### src/rtl/align_sequencer.sv
// Job-level controller for the ALIGN stage: queues one pending job, configures ALIGN and tracks its beats.
// Optional ALIGN_SEQ_PERF_EN adds saturating RUN/stall cycle counters (perf_run_cycles, perf_stall_cycles).
module align_sequencer #(
  parameter int LOG_MAX_ITERS          = 16,
  parameter int LOG_MAX_READS_PER_ITER = 16,
  parameter int LOG_MAX_JOBS           = 16
) (
  input  logic                              clk,
  input  logic                              rst,
  input  logic                              cmd_valid,
  input  logic [LOG_MAX_ITERS-1:0]          cmd_num_iters,
  input  logic [LOG_MAX_READS_PER_ITER-1:0] cmd_num_reads_per_iter,
  output logic                              cmd_avail,
  output logic                              align_configure,
  output logic [LOG_MAX_ITERS-1:0]          align_num_iters,
  output logic [LOG_MAX_READS_PER_ITER-1:0] align_num_reads_per_iter,
  input  logic                              align_valid_out,
  output logic                              align_avail_in,
  input  logic                              down_avail_in,
  input  logic                              pause,
  output logic                              busy,
  output logic                              job_done,
  output logic                              job_err,
  output logic [LOG_MAX_JOBS-1:0]           jobs_completed
`ifdef ALIGN_SEQ_PERF_EN
  ,
  output logic [31:0]                       perf_run_cycles,
  output logic [31:0]                       perf_stall_cycles
`endif
);

  typedef enum logic [1:0] {
    S_IDLE   = 2'd0,
    S_CONFIG = 2'd1,
    S_RUN    = 2'd2,
    S_DONE   = 2'd3
  } state_t;

  localparam logic [LOG_MAX_ITERS-1:0]          ITER_ONE = LOG_MAX_ITERS'(1);
  localparam logic [LOG_MAX_READS_PER_ITER-1:0] RD_ONE   = LOG_MAX_READS_PER_ITER'(1);

  state_t                              state_q, state_d;
  logic                                slot_valid_q, slot_valid_d;
  logic [LOG_MAX_ITERS-1:0]            slot_iters_q, slot_iters_d;
  logic [LOG_MAX_READS_PER_ITER-1:0]   slot_reads_q, slot_reads_d;
  logic [LOG_MAX_ITERS-1:0]            iters_out_q, iters_out_d;
  logic [LOG_MAX_READS_PER_ITER-1:0]   reads_out_q, reads_out_d;
  logic [LOG_MAX_ITERS-1:0]            iter_cnt_q, iter_cnt_d;
  logic [LOG_MAX_READS_PER_ITER-1:0]   rd_cnt_q, rd_cnt_d;
  logic [LOG_MAX_READS_PER_ITER-1:0]   rd_reload_q, rd_reload_d;
  logic                                configure_q, configure_d;
  logic                                done_q, done_d;
  logic                                err_q, err_d;
  logic [LOG_MAX_JOBS-1:0]             jobs_q, jobs_d;

  logic accept;
  logic zero_job;
  logic store_job;
  logic in_run;
  logic beat;
  logic stray_beat;

  assign accept     = cmd_valid & ~slot_valid_q;
  assign zero_job   = accept & ((cmd_num_iters == '0) | (cmd_num_reads_per_iter == '0));
  assign store_job  = accept & ~zero_job;
  assign in_run     = (state_q == S_RUN);
  assign beat       = align_valid_out & in_run;
  assign stray_beat = align_valid_out & ~in_run;

  // Next-state and datapath updates; the slot is freed on the edge that enters CONFIG,
  // so a new job can only land one edge later (cmd_avail is registered).
  always_comb begin
    state_d      = state_q;
    slot_valid_d = slot_valid_q;
    slot_iters_d = slot_iters_q;
    slot_reads_d = slot_reads_q;
    iters_out_d  = iters_out_q;
    reads_out_d  = reads_out_q;
    iter_cnt_d   = iter_cnt_q;
    rd_cnt_d     = rd_cnt_q;
    rd_reload_d  = rd_reload_q;

    if (store_job) begin
      slot_valid_d = 1'b1;
      slot_iters_d = cmd_num_iters;
      slot_reads_d = cmd_num_reads_per_iter;
    end

    case (state_q)
      S_IDLE: begin
        if (slot_valid_q) begin
          state_d      = S_CONFIG;
          slot_valid_d = 1'b0;
          iters_out_d  = slot_iters_q;
          reads_out_d  = slot_reads_q;
          iter_cnt_d   = slot_iters_q;
          rd_cnt_d     = slot_reads_q;
          rd_reload_d  = slot_reads_q;
        end
      end
      S_CONFIG: begin
        state_d = S_RUN;
      end
      S_RUN: begin
        if (beat) begin
          if (rd_cnt_q == RD_ONE) begin
            if (iter_cnt_q <= ITER_ONE) begin
              state_d = S_DONE;
            end else begin
              iter_cnt_d = iter_cnt_q - ITER_ONE;
              rd_cnt_d   = rd_reload_q;
            end
          end else if (rd_cnt_q != '0) begin
            rd_cnt_d = rd_cnt_q - RD_ONE;
          end
        end
      end
      S_DONE: begin
        state_d = S_IDLE;
      end
      default: begin
        state_d = S_IDLE;
      end
    endcase
  end

  // Registered decodes of the next state keep configure/job_done glitch-free.
  always_comb begin
    configure_d = (state_d == S_CONFIG);
    done_d      = (state_d == S_DONE) | zero_job;
    err_d       = err_q | zero_job | stray_beat;
    jobs_d      = jobs_q;
    if (state_d == S_DONE) begin
      jobs_d = jobs_q + LOG_MAX_JOBS'(1);
    end
  end

  always_ff @(posedge clk or negedge rst) begin
    if (!rst) begin
      state_q      <= S_IDLE;
      slot_valid_q <= 1'b0;
      slot_iters_q <= '0;
      slot_reads_q <= '0;
      iters_out_q  <= '0;
      reads_out_q  <= '0;
      iter_cnt_q   <= '0;
      rd_cnt_q     <= '0;
      rd_reload_q  <= '0;
      configure_q  <= 1'b0;
      done_q       <= 1'b0;
      err_q        <= 1'b0;
      jobs_q       <= '0;
    end else begin
      state_q      <= state_d;
      slot_valid_q <= slot_valid_d;
      slot_iters_q <= slot_iters_d;
      slot_reads_q <= slot_reads_d;
      iters_out_q  <= iters_out_d;
      reads_out_q  <= reads_out_d;
      iter_cnt_q   <= iter_cnt_d;
      rd_cnt_q     <= rd_cnt_d;
      rd_reload_q  <= rd_reload_d;
      configure_q  <= configure_d;
      done_q       <= done_d;
      err_q        <= err_d;
      jobs_q       <= jobs_d;
    end
  end

`ifdef ALIGN_SEQ_PERF_EN
  logic [31:0] perf_run_q;
  logic [31:0] perf_stall_q;

  always_ff @(posedge clk or negedge rst) begin
    if (!rst) begin
      perf_run_q   <= '0;
      perf_stall_q <= '0;
    end else if (in_run) begin
      if (perf_run_q != '1) begin
        perf_run_q <= perf_run_q + 32'd1;
      end
      if (!beat && (perf_stall_q != '1)) begin
        perf_stall_q <= perf_stall_q + 32'd1;
      end
    end
  end

  assign perf_run_cycles   = perf_run_q;
  assign perf_stall_cycles = perf_stall_q;
`endif

  assign cmd_avail                = ~slot_valid_q;
  assign busy                     = (state_q != S_IDLE) | slot_valid_q;
  assign align_configure          = configure_q;
  assign align_num_iters          = iters_out_q;
  assign align_num_reads_per_iter = reads_out_q;
  // Only combinational path through the block: downstream backpressure into ALIGN.
  assign align_avail_in           = down_avail_in & ~pause & in_run;
  assign job_done                 = done_q;
  assign job_err                  = err_q;
  assign jobs_completed           = jobs_q;

endmodule
### config.mk
export PLATFORM = sky130hd
export DESIGN_NAME = align_sequencer
export DESIGN_NICKNAME = d
export VERILOG_FILES = /design/src/rtl/align_sequencer.sv
export SDC_FILE = /design/constraint.sdc
export NUM_CORES = 1
export LEC_CHECK = 0
export CORE_MARGIN = 3
export CORE_UTILIZATION = 25
export DETAILED_ROUTE_END_ITERATION = 7
export PLACE_DENSITY = 0.41
export SLEW_MARGIN = 25
export SYNTH_ARGS = -nofsm -noshare
export SYNTH_HDL_FRONTEND = slang
export SYNTH_SLANG_ARGS = --single-unit
### constraint.sdc
create_clock -name clk -period 6.35 [get_ports clk]
set_clock_uncertainty 0.05 [all_clocks]
set_input_delay 1.905 -clock clk [delete_from_list [all_inputs] [get_ports clk]]
set_output_delay 1.905 -clock clk [all_outputs]
set_load 0.01 [all_outputs]
==> results by stage, run 1 <==
CTS:
- The count of hold-fix buffers inserted at cts is 0.
- The number of gates resized after CTS was 0.
- Buffers inserted during clock tree synthesis total 17.
- The CTS sink count is 118.
- CTS built an H-tree with a depth of 4.
- TritonCTS built the clock tree.
- The number of buffers on the longest clock path is 2.
- The cell sitting at the root of the clock tree is a clkbuf_16.
- At the later pin of the worst-skew pair, clock insertion delay measures 0.42 ns.
- After clock tree synthesis, the setup repair step added 0 buffers.
- The CTS clock-pin slew for the worst setup and hold paths is 0.05 ns.

Global routing:
- The global-route wire length before repair is 30.24 mm.
- The number of global-route vias before repair was 5208.
- Entering global routing, the biggest net connects 54 pins.
- The number of antenna violations at the first check in global routing is 0.
- The global-route usage over all layers is 14.81%.
- The global-route congestion overflow total is 0.

Floorplanning:
- The initial core utilization is 25.57%.
- The die covers 26050 um^2.
- In this run the core area contains 56 standard-cell rows.
- The die height is 161.4 um.
- The number of top-level pins is 92.
- The core area is 23610 um^2.
- The die is 161.4 um wide.

Cells and area:
- The summed area of non-filler cells in the final layout is 7905 um^2.
- The layout-stage area growth over the synthesis result is 30.94%.
- In the layout the commonest cells are 118 x dfrtp_1, 90 x clkdlybuf4s50_1, 63 x mux2_2.
- The number of diodes added for antenna fixing is 0.
- The final-stage net count is 699.
- The area taken by multi-input logic gates is 2890 um^2.
- In the final layout, the share of cells above drive strength 1 is 17.47%.
- Measured on the finished design, the core utilization comes to 33.48%.
- Leaving out fill and tap cells, the most frequent cell in the layout is dfrtp_1.
- The storage element area is 2953 um^2.
- After filler insertion, the fill cell instance count of the layout stands at 2374.

STA:
- The final hold violation count is 0.
- The worst slew slack as a fraction of its limit is 37.60%.
- The number of max-slew violations in the final report is 0.
- Adding up every negative setup slack in the final design gives 0 ns.
- The maximum achievable frequency is 0.1984 GHz.
- Setup repair after global routing left no endpoint under its margin.
- Setup slack closes at 1.309 ns.
- The final critical path takes up 79.38% of the cycle.
- The minimum clock period is 5.041 ns.
- Setup violations remaining at the end of the flow were counted as 0.
- At the pin with the least slew margin, the transition time is 0.9274 ns.

Drt:
- The detailed-route DRC error count is 0.
- After detailed routing, the total wire length is 18.61 mm.
- The number of vias after detailed routing is 5001.
- After detailed routing, the number of vias per cell comes to 5.087.
- In this run, the number of DRC markers left after iteration 0 of detailed routing was 386.
- Dividing the detail-routed wire length by the instance count gives 18.93 um.
- The first detailed-routing pass took 4 iterations.
- The number of nets with antenna violations after detailed routing is 0.

Critical path:
- The critical setup path kind is input pin to primary output.
- The critical-path maximum fanout is 1.
- The number of cells on the worst reg-to-reg path is 5.
- The required time of the critical path is 4.39 ns.
- The end of the worst register-to-register path is rd_cnt_q[0].
- The beginning of the worst register-to-register path is rd_cnt_q[4].
- The worst setup path endpoint is align_avail_in.
- The kind of start point of the critical path is an input pin.
- The flop-to-flop setup slack is 2.90 ns.
- Data on the critical path arrives at its endpoint at 3.09 ns.
- The startpoint of the most critical setup path is down_avail_in.
- The sort of element at the end of the critical path is a primary output.

Placed design:
- The global placement routability congestion is 0.8032.
- At the placement stage, the worst setup path has a slack of 1.293 ns.
- Detailed placement finished with a half-perimeter wire length of 13.39 mm.
- The placement-stage cell area is 7289 um^2.
- The total of buffers placed on input and output ports is 91.

Power:
- Across the VDD grid, the largest voltage drop is 0.0001512 V.
- The leakage component of the power is 3.372 nW.
- Overall power consumption after layout is estimated at 2.045 mW.
- The total power per unit cell area is 258.7 nW/um^2.

Synthesis:
- The gate count after technology mapping is 563.
- The number of enable-type register cells in the synthesized netlist is 0.
- The netlist uses 68 different library cells.
- The number of flip-flops and latches in the synthesized netlist is 118.
- Sorting the synthesized cells by area gives the leading types as dfrtp_1 49%, mux2_2 12%, xnor2_1 2.8%.
- Among all flip-flop cells after synthesis, the most frequent one is dfrtp_1.
- The synthesized area is 6037 um^2.
- The post-synthesis net count is 609.
- The share of synthesized area occupied by flip-flops and latches is 48.91%.
- Of the post-synthesis cell area, the dominant cell type holds 48.91%.
- Of all cell types, the one taking the most synthesized area is dfrtp_1.
- After synthesis, the share of flip-flops with an asynchronous set or reset is 100.0%.
- The Yosys step of the flow raised 0 warnings.
- The average size of a mapped cell is 10.72 um^2.

Outcome:
- The run finished with clean final reports.

Flow run:
- Across the run, the number of max-cap violations was 0.

Worst hold path:
- The min-delay analysis places its worst path in the category flop to flop.
[cell usage after synthesis (all sizes together) (9+ instances only)]
cell type,count
a21oi,29
o21ai,30
nor4,18
xnor2,19
clkbuf,18
buf,12
nor2,22
a31oi,18
and3,9
nand2,37
dfrtp,118
inv,16
mux2,64
o211ai,20
or4,9
nand4,11
nor3,16
[layer usage]
metal | global-route usage, % | share of wire (%) | routed length [um]
met5 | 0 | 0 | 0
met4 | 4.615 | 1.4 | 260
met3 | 4.719 | 5.6 | 1038
met2 | 22.74 | 46 | 8521
met1 | 19.95 | 47 | 8788
[kinds of logic after synthesis]
| family | share of synthesized area [%] |
|---|---|
| buffers and inverters | 3.212 |
| adders and majority gates | 1.658 |
| muxes | 12.10 |
| AOI/OAI and AO/OA | 16.75 |
| DFF | 48.91 |
| xor gates and xnor gates | 3.047 |
| and+or+nand+nor | 14.32 |
[state kept, by name, indices dropped and copies added, names as in the netlist]
| signal | flops |
|---|---|
| align_num_iters | 16 |
| iter_cnt_q | 16 |
| jobs_completed | 16 |
| rd_cnt_q | 16 |
| rd_reload_q | 16 |
| slot_iters_q | 16 |
| slot_reads_q | 16 |
| state_q | 2 |
| align_configure | 1 |
| job_done | 1 |
| job_err | 1 |
| slot_valid_q | 1 |
[metrics by stage]
| step | std cells | hold WS (ns) |
|---|---|---|
| finish | 983 | 0.4265 |
| global route | 983 | 0.4488 |
| CTS | 983 | 0.4324 |
| detailed placement | 953 | 0.4150 |
| global placement | 953 | 0.4121 |
| floorplan | 563 | 0.4077 |
[power breakdown]
group          total [mW]  switching (mW)  internal, mW
sequential          0.906          0.0768         0.829
clock                1.01           0.344         0.663
combinational       0.133          0.0493        0.0836
[how the worst min path moves through the flow]
stage                        from                  to  slack, ns  cells after the start
3_5_place_dp   jobs_completed[15]  jobs_completed[15]       0.41                      1
3_3_place_gp              job_err             job_err       0.41                      1
2_1_floorplan        rd_cnt_q[15]        rd_cnt_q[15]       0.41                      1
5_1_grt        jobs_completed[15]  jobs_completed[15]       0.45                      1
4_1_cts        jobs_completed[15]  jobs_completed[15]       0.43                      1
6_report       jobs_completed[15]  jobs_completed[15]       0.43                      1
[cell type report]
class | instances | share of cell area [%]
sequential | 118 | 37.35
inverter | 17 | 0.8072
tap | 319 | 5.049
timing repair buffer | 101 | 12.44
clock inverter | 8 | 1.535
multi-input combinational | 398 | 36.56
clock buffer | 22 | 6.252
[critical path: stages]
cell and delay [ns]:
clkdlybuf4s50_1 0.45, nor3b_1 0.17, clkdlybuf4s50_1 0.56
No activity file was read; power rests on OpenSTA's default activity.
==> run 2, diff against run 1 <==
==> constraint.sdc (replaced) <==
create_clock -name clk -period 5.1 [get_ports clk]
set_clock_uncertainty 0.05 [all_clocks]
set_input_delay 1.53 -clock clk [delete_from_list [all_inputs] [get_ports clk]]
set_output_delay 1.53 -clock clk [all_outputs]
set_load 0.01 [all_outputs]
==> run 2 against run 1 <==
Compared with the run above: power up 20%; sequential share of layout area up 0.15 points; critical path depth unchanged; clock power up 14%; clock-buffer cell count down 2; final cell count up 0.41%; critical path type unchanged; highest routed layer unchanged.
==> results by stage, run 2 (same netlist as run 1, synthesis figures left out) <==
Cells and area:
- The final-stage net count was 701 (was 699).
- Top library cells by usage in the layout, fill and taps aside: 118 x dfrtp_1, 90 x clkdlybuf4s50_1, 63 x mux2_2 (unchanged).
- The number of diodes added for antenna fixing is 0 (unchanged).
- The share of final-layout standard cells stronger than drive strength 1 is 17.96% (was 17.47%).
- The layout-stage area growth over the synthesis result is 30.42% (was 30.94%).
- The number of fillers in the final layout is 2397 (was 2374).
- The final core area utilization is 33.35% (was 33.48%).
- The most common library cell in the layout ignoring fill and taps was dfrtp_1 (unchanged).
- The summed area of non-filler cells in the final layout is 7874 um^2 (was 7905 um^2).

Floorplanning:
- The number of rows created at floorplan is 56 (unchanged).
- The horizontal die dimension came to 161.4 um (unchanged).
- The initial core utilization is 25.57% (unchanged).
- The core area was 23610 um^2 (unchanged).
- The total die area was 26050 um^2 (unchanged).
- The number of top-level pins is 92 (unchanged).
- The die height came to 161.4 um (unchanged).

STA:
- The count of endpoints failing setup in the final report is 0 (unchanged).
- The maximum achievable frequency is 0.2311 GHz.
- RSZ-0062 raised after global routing: no (unchanged).
- Subtracting the final worst setup slack from the clock period gives 4.327 ns.
- The number of max-slew violations in the final report came to 0 (unchanged).
- The final hold violation count is 0 (unchanged).
- The final worst slack came to 0.7735 ns (was 1.309 ns).
- The final clock period utilization by the worst path is 84.83%.
- The worst slew slack as a fraction of its limit is 38.69% (was 37.60%).
- The sum of negative setup slack was 0 ns (unchanged).
- The slew at the pin with the worst max-slew slack is 0.9196 ns (was 0.9274 ns).

Critical path:
- The standard cell with the maximum stage delay on the critical path is clkdlybuf4s50_1 (unchanged).
- The critical setup path kind is input pin to primary output (unchanged).
- The critical-path maximum fanout is 1 (unchanged).
- The maximum single-stage delay on the critical path is 0.58 ns (was 0.56 ns).
- The library cell appearing most often on the critical path is clkdlybuf4s50_1 (unchanged).
- The sort of element at the end of the critical path is a primary output (unchanged).
- Series of cell instances along the critical path: clkdlybuf4s50_1, nor3b_1, clkdlybuf4s50_1 (unchanged).
- The data arrival at the endpoint of the critical path is 2.75 ns (was 3.09 ns).
- The required time of the critical path is 3.52 ns (was 4.39 ns).
- The flop-to-flop setup slack was 1.76 ns (was 2.90 ns).
- The kind of start point of the critical path is an input pin (unchanged).

Placed design:
- The pre-CTS worst setup slack is 0.7752 ns (was 1.293 ns).
- The placement-stage cell area is 7305 um^2 (was 7289 um^2).
- The detailed placer's ending HPWL is 13.61 mm (was 13.39 mm).
- The total of buffers placed on input and output ports is 91 (unchanged).
- The global placement routability congestion is 0.8323 (was 0.8032).

Outcome:
- Result of the run: complete, no violations (unchanged).

CTS:
- The post-CTS setup buffer count is 0 (unchanged).
- The number of buffers on the longest clock path came to 2 (unchanged).
- The count of instances resized after the clock tree is built is 0 (unchanged).
- The CTS sink count is 118 (unchanged).
- The clock root buffer is clkbuf_16 (unchanged).
- The TritonCTS clock tree is yes (unchanged).
- The CTS buffer count is 17 (unchanged).
- The CTS clock-pin slew for the worst setup and hold paths is 0.05 ns (about the same).
- The clock latency at the later pin of the worst-skew pair is 0.42 ns (about the same).
- The deepest level of the CTS H-tree came to 4 (unchanged).
- The count of hold-fix buffers inserted at cts is 0 (unchanged).

Power:
- The leakage component of the power is 3.353 nW (was 3.372 nW).
- The total power per unit cell area is 310.6 nW/um^2 (was 258.7 nW/um^2).
- The peak ir drop on the vdd network was 0.0001872 V (was 0.0001512 V).

Global routing:
- The global-route congestion overflow total is 0 (unchanged).
- The global-route usage over all layers is 14.81% (about the same).
- The pin count of the biggest net entering global routing is 53 (was 54).
- The number of antenna violations at the first check in global routing came to 0 (unchanged).
- The global-route wire length before repair came to 30.19 mm (was 30.24 mm).
- The number of global-route vias before repair is 5217 (was 5208).

Drt:
- The detailed-route DRC error count is 0 (unchanged).
- The total wire length is 18.78 mm (was 18.61 mm).
- The number of optimization iterations in the first detailed-route pass is 5 (was 4).
- The number of nets with antenna violations after detailed routing came to 0 (unchanged).
- The number of vias after detailed routing is 4964 (was 5001).
- The number of vias per cell after detailed routing is 5.029 (was 5.087).
- The DRC violation total after the first TritonRoute iteration is 357 (was 386).
- The average wire per cell in the routed design was 19.03 um (was 18.93 um).

Flow run:
- The max-cap violation count is 0 (unchanged).

Worst hold path:
- The kind of path behind the tightest hold check is flop to flop (unchanged).
==> run 2: routing by layer <==
| metal | global-route usage (%) | share of wire [%] |
|---|---|---|
| met5 | 0 | 0 |
| met4 | 4.615 | 1.4 |
| met3 | 4.334 | 5.4 |
| met2 | 22.60 | 46 |
| met1 | 20.31 | 48 |
==> run 2: final timing paths <==
path,from,depth (start not counted),to
setup / recovery,down_avail_in,3,align_avail_in
setup reg to reg,rd_cnt_q[4],5,rd_cnt_q[15]
hold / removal,jobs_completed[15],1,jobs_completed[15]
min in group asynchronous,rst,1,slot_iters_q[8]
hold reg to reg,jobs_completed[15],1,jobs_completed[15]
max in group asynchronous,rst,2,rd_cnt_q[6]
==> run 2: cell type report <==
cell class	instances	area (um^2)	share of cell area [%]
timing repair buffer	103	998.5	12.68
sequential	118	2953	37.50
clock buffer	20	466.7	5.927
tap	319	399.1	5.069
inverter	17	63.81	0.8104
multi-input combinational	398	2890	36.71
clock inverter	12	102.6	1.303
==> run 2: through the flow <==
stage               instances  total power, mW  hold WS [ns]
floorplan                 563            1.191        0.4077
global placement          955            1.309        0.4187
detailed placement        955            1.315        0.4208
CTS                       987            2.485        0.4297
global route              987            2.561        0.4444
finish                    987            2.446        0.4269
==> run 2: where the power goes <==
part           switching [mW]  internal, mW
registers              0.0940          1.03
logic                  0.0615         0.104
clock network           0.449         0.705
total                   0.605          1.84
==> run 2: worst max-delay path: cells and delay by family <==
kind,cells,cell delay [ns]
buffers and inverters,2,1.03
and+or+nand+nor,1,0.18
==> run 3, diff against run 2 <==
--- a/config.mk
+++ b/config.mk
@@ -8,7 +8,7 @@
 export CORE_MARGIN = 3
 export CORE_UTILIZATION = 25
 export DETAILED_ROUTE_END_ITERATION = 7
-export PLACE_DENSITY = 0.41
+export PLACE_DENSITY = 0.43
 export SLEW_MARGIN = 25
 export SYNTH_ARGS = -nofsm -noshare
 export SYNTH_HDL_FRONTEND = slang
==> constraint.sdc (replaced) <==
create_clock -name clk -period 3.85 [get_ports clk]
set_clock_uncertainty 0.05 [all_clocks]
set_input_delay 1.155 -clock clk [delete_from_list [all_inputs] [get_ports clk]]
set_output_delay 1.155 -clock clk [all_outputs]
set_load 0.01 [all_outputs]
==> run 3 against run 2 <==
Compared with the run above: sequential power grew 32%; cell area grew 0.91%; sequential share of layout area shrank 0.34 points; sequential cell count unchanged; critical path type unchanged; largest cell class unchanged.
==> results by stage, run 3 (same netlist as run 1, synthesis figures left out) <==
Global routing:
- The pin count of the biggest net entering global routing is 49 (was 53).
- The most used routing layer was met2 (unchanged).
- The number of global-route vias before repair is 5183 (was 5217).
- The number of antenna violations at the first check in global routing was 0 (unchanged).
- The global-route congestion overflow total came to 0 (unchanged).
- The met3 usage in global routing is 4.411% (was 4.334%).
- The global-route track usage on met2 is 22.52% (was 22.60%).
- The met1 layer usage reported by global route is 20.01% (was 20.31%).
- The global-route usage over all layers came to 14.60% (was 14.81%).
- The global-route wire length before repair came to 29.97 mm (was 30.19 mm).

CTS:
- The post-CTS setup buffer count is 0 (unchanged).
- The count of hold-fix buffers inserted at cts is 0 (unchanged).
- The number of buffers on the longest clock path was 2 (unchanged).
- The TritonCTS clock tree is yes (unchanged).
- The deepest level of the CTS H-tree came to 4 (unchanged).
- The count of instances resized after the clock tree is built is 0 (unchanged).
- The clock root buffer is clkbuf_16 (unchanged).
- The CTS clock-pin slew for the worst setup and hold paths is 0.05 ns (about the same).
- The clock latency at the later pin of the worst-skew pair is 0.41 ns (was 0.42 ns).
- The CTS buffer count was 17 (unchanged).
- The CTS sink count is 118 (unchanged).

Drt:
- The average wire per cell in the routed design came to 18.72 um (was 19.03 um).
- The number of vias after detailed routing is 5034 (was 4964).
- The DRC violation total after the first TritonRoute iteration is 384 (was 357).
- The total wire length is 18.59 mm (was 18.78 mm).
- The number of nets with antenna violations after detailed routing is 0 (unchanged).
- The detailed-route DRC error count is 0 (unchanged).
- The number of optimization iterations in the first detailed-route pass came to 5 (unchanged).
- The number of vias per cell after detailed routing is 5.069 (was 5.029).

Floorplanning:
- The number of rows created at floorplan is 56 (unchanged).
- The total die area is 26050 um^2 (unchanged).
- The initial core utilization came to 25.57% (unchanged).
- The horizontal die dimension is 161.4 um (unchanged).
- The number of top-level pins is 92 (unchanged).
- The die height came to 161.4 um (unchanged).
- The core area came to 23610 um^2 (unchanged).

STA:
- The number of max-slew violations in the final report is 0 (unchanged).
- The count of endpoints failing setup in the final report is 0 (unchanged).
- The routed design could run at a clock period as short as 3.540 ns.
- In the finished design, the share of the clock period the worst path needs comes to 91.96%.
- The maximum achievable frequency is 0.2825 GHz.
- The slew at the pin with the worst max-slew slack is 0.8652 ns (was 0.9196 ns).
- RSZ-0062 raised after global routing: no (unchanged).
- The final hold violation count is 0 (unchanged).
- The worst slew slack as a fraction of its limit is 42.18% (was 38.69%).
- The sum of negative setup slack is 0 ns (unchanged).

Critical path:
- The critical-path maximum fanout is 1 (unchanged).
- The required time of the critical path is 2.64 ns (was 3.52 ns).
- The critical setup path kind is input pin to primary output (unchanged).
- The data arrival at the endpoint of the critical path was 2.34 ns (was 2.75 ns).
- The sort of element at the end of the critical path is a primary output (unchanged).
- The kind of start point of the critical path is an input pin (unchanged).

Placed design:
- The total of buffers placed on input and output ports is 91 (unchanged).
- The cell count after placement is 961 (was 955).
- The global placement routability congestion is 0.8338 (was 0.8323).
- The detailed placer's ending HPWL is 13.41 mm (was 13.61 mm).

Power:
- The leakage component of the power came to 3.396 nW (was 3.353 nW).
- The peak ir drop on the vdd network is 0.0002878 V (was 0.0001872 V).
- The total power per unit cell area came to 408.0 nW/um^2 (was 310.6 nW/um^2).

Cells and area:
- The most common library cell in the layout ignoring fill and taps was dfrtp_1 (unchanged).
- The share of final-layout standard cells stronger than drive strength 1 is 18.69% (was 17.96%).
- Top library cells by usage in the layout, fill and taps aside: 118 x dfrtp_1, 90 x clkdlybuf4s50_1, 63 x mux2_2 (unchanged).
- The final core area utilization was 33.65% (was 33.35%).
- The layout-stage area growth over the synthesis result is 31.61% (was 30.42%).
- The post-layout instance count excluding filler cells is 993 (was 987).
- The final-stage net count is 707 (was 701).
- The number of diodes added for antenna fixing is 0 (unchanged).

Flow run:
- The max-cap violation count is 0 (unchanged).

Worst hold path:
- The kind of path behind the tightest hold check is flop to flop (unchanged).

Outcome:
- Result of the run: complete, no violations (unchanged).
==> run 3: cell types whose count changed in the layout (fill, tap and decap cells not counted) <==
| cell | delta |
|---|---|
| buf_4 | +4 |
| buf_12 | +2 |
| clkinv_4 | +2 |
| clkinvlp_4 | -1 |
| inv_6 | -1 |
==> run 3: path summary, 6_finish.rpt <==
path	start	cells past startpoint	end	slack [ns]
worst max-delay path	down_avail_in	3	align_avail_in	0.31
min in group asynchronous	rst	1	align_num_iters[14]	0.73
worst max register to register	state_q[0]	8	iter_cnt_q[1]	0.83
worst min-delay path	jobs_completed[15]	1	jobs_completed[15]	0.43
max in group asynchronous	rst	2	slot_iters_q[2]	2.23
worst min register to register	jobs_completed[15]	1	jobs_completed[15]	0.43
==> run 3: where the power goes <==
group / switching [mW] / internal [mW]
registers: 0.120 / 1.37
clock network: 0.596 / 0.935
logic: 0.0831 / 0.141
total: 0.799 / 2.44
==> run 3: stage by stage <==
stage                     hold WS [ns]  instance area, um^2  total power [mW]  setup slack [ns]
after floorplan                 0.4077                 6037             1.578             1.019
after global placement          0.4228                 7375             1.733            0.2915
after detailed placement        0.4205                 7375             1.741            0.3147
after CTS                       0.4365                 7945             3.291            0.2965
after global routing            0.4636                 7945             3.389            0.2561
final                           0.4258                 7945             3.242            0.3096
==> run 3: layout make-up <==
type	count	area (um^2)
Clock buffer	20	466.7
Timing Repair Buffer	109	1069
Inverter	17	63.81
Clock inverter	12	103.9
Sequential cell	118	2953
Tap cell	319	399.1
Multi-Input combinational cell	398	2890
Fill cell	2376	15670
==> run 3: routing by layer <==
layer,vias up,share of wire (%)
met4,0,0.99
met1,2555,47
met2,130,46
li1,2335,-
met3,14,5.7
met5,-,0
==> run 3: worst max-delay path, cell delays in order <==
cell	delay, ns
clkdlybuf4s50_1	0.45
nor3b_1	0.17
clkdlybuf4s50_1	0.57
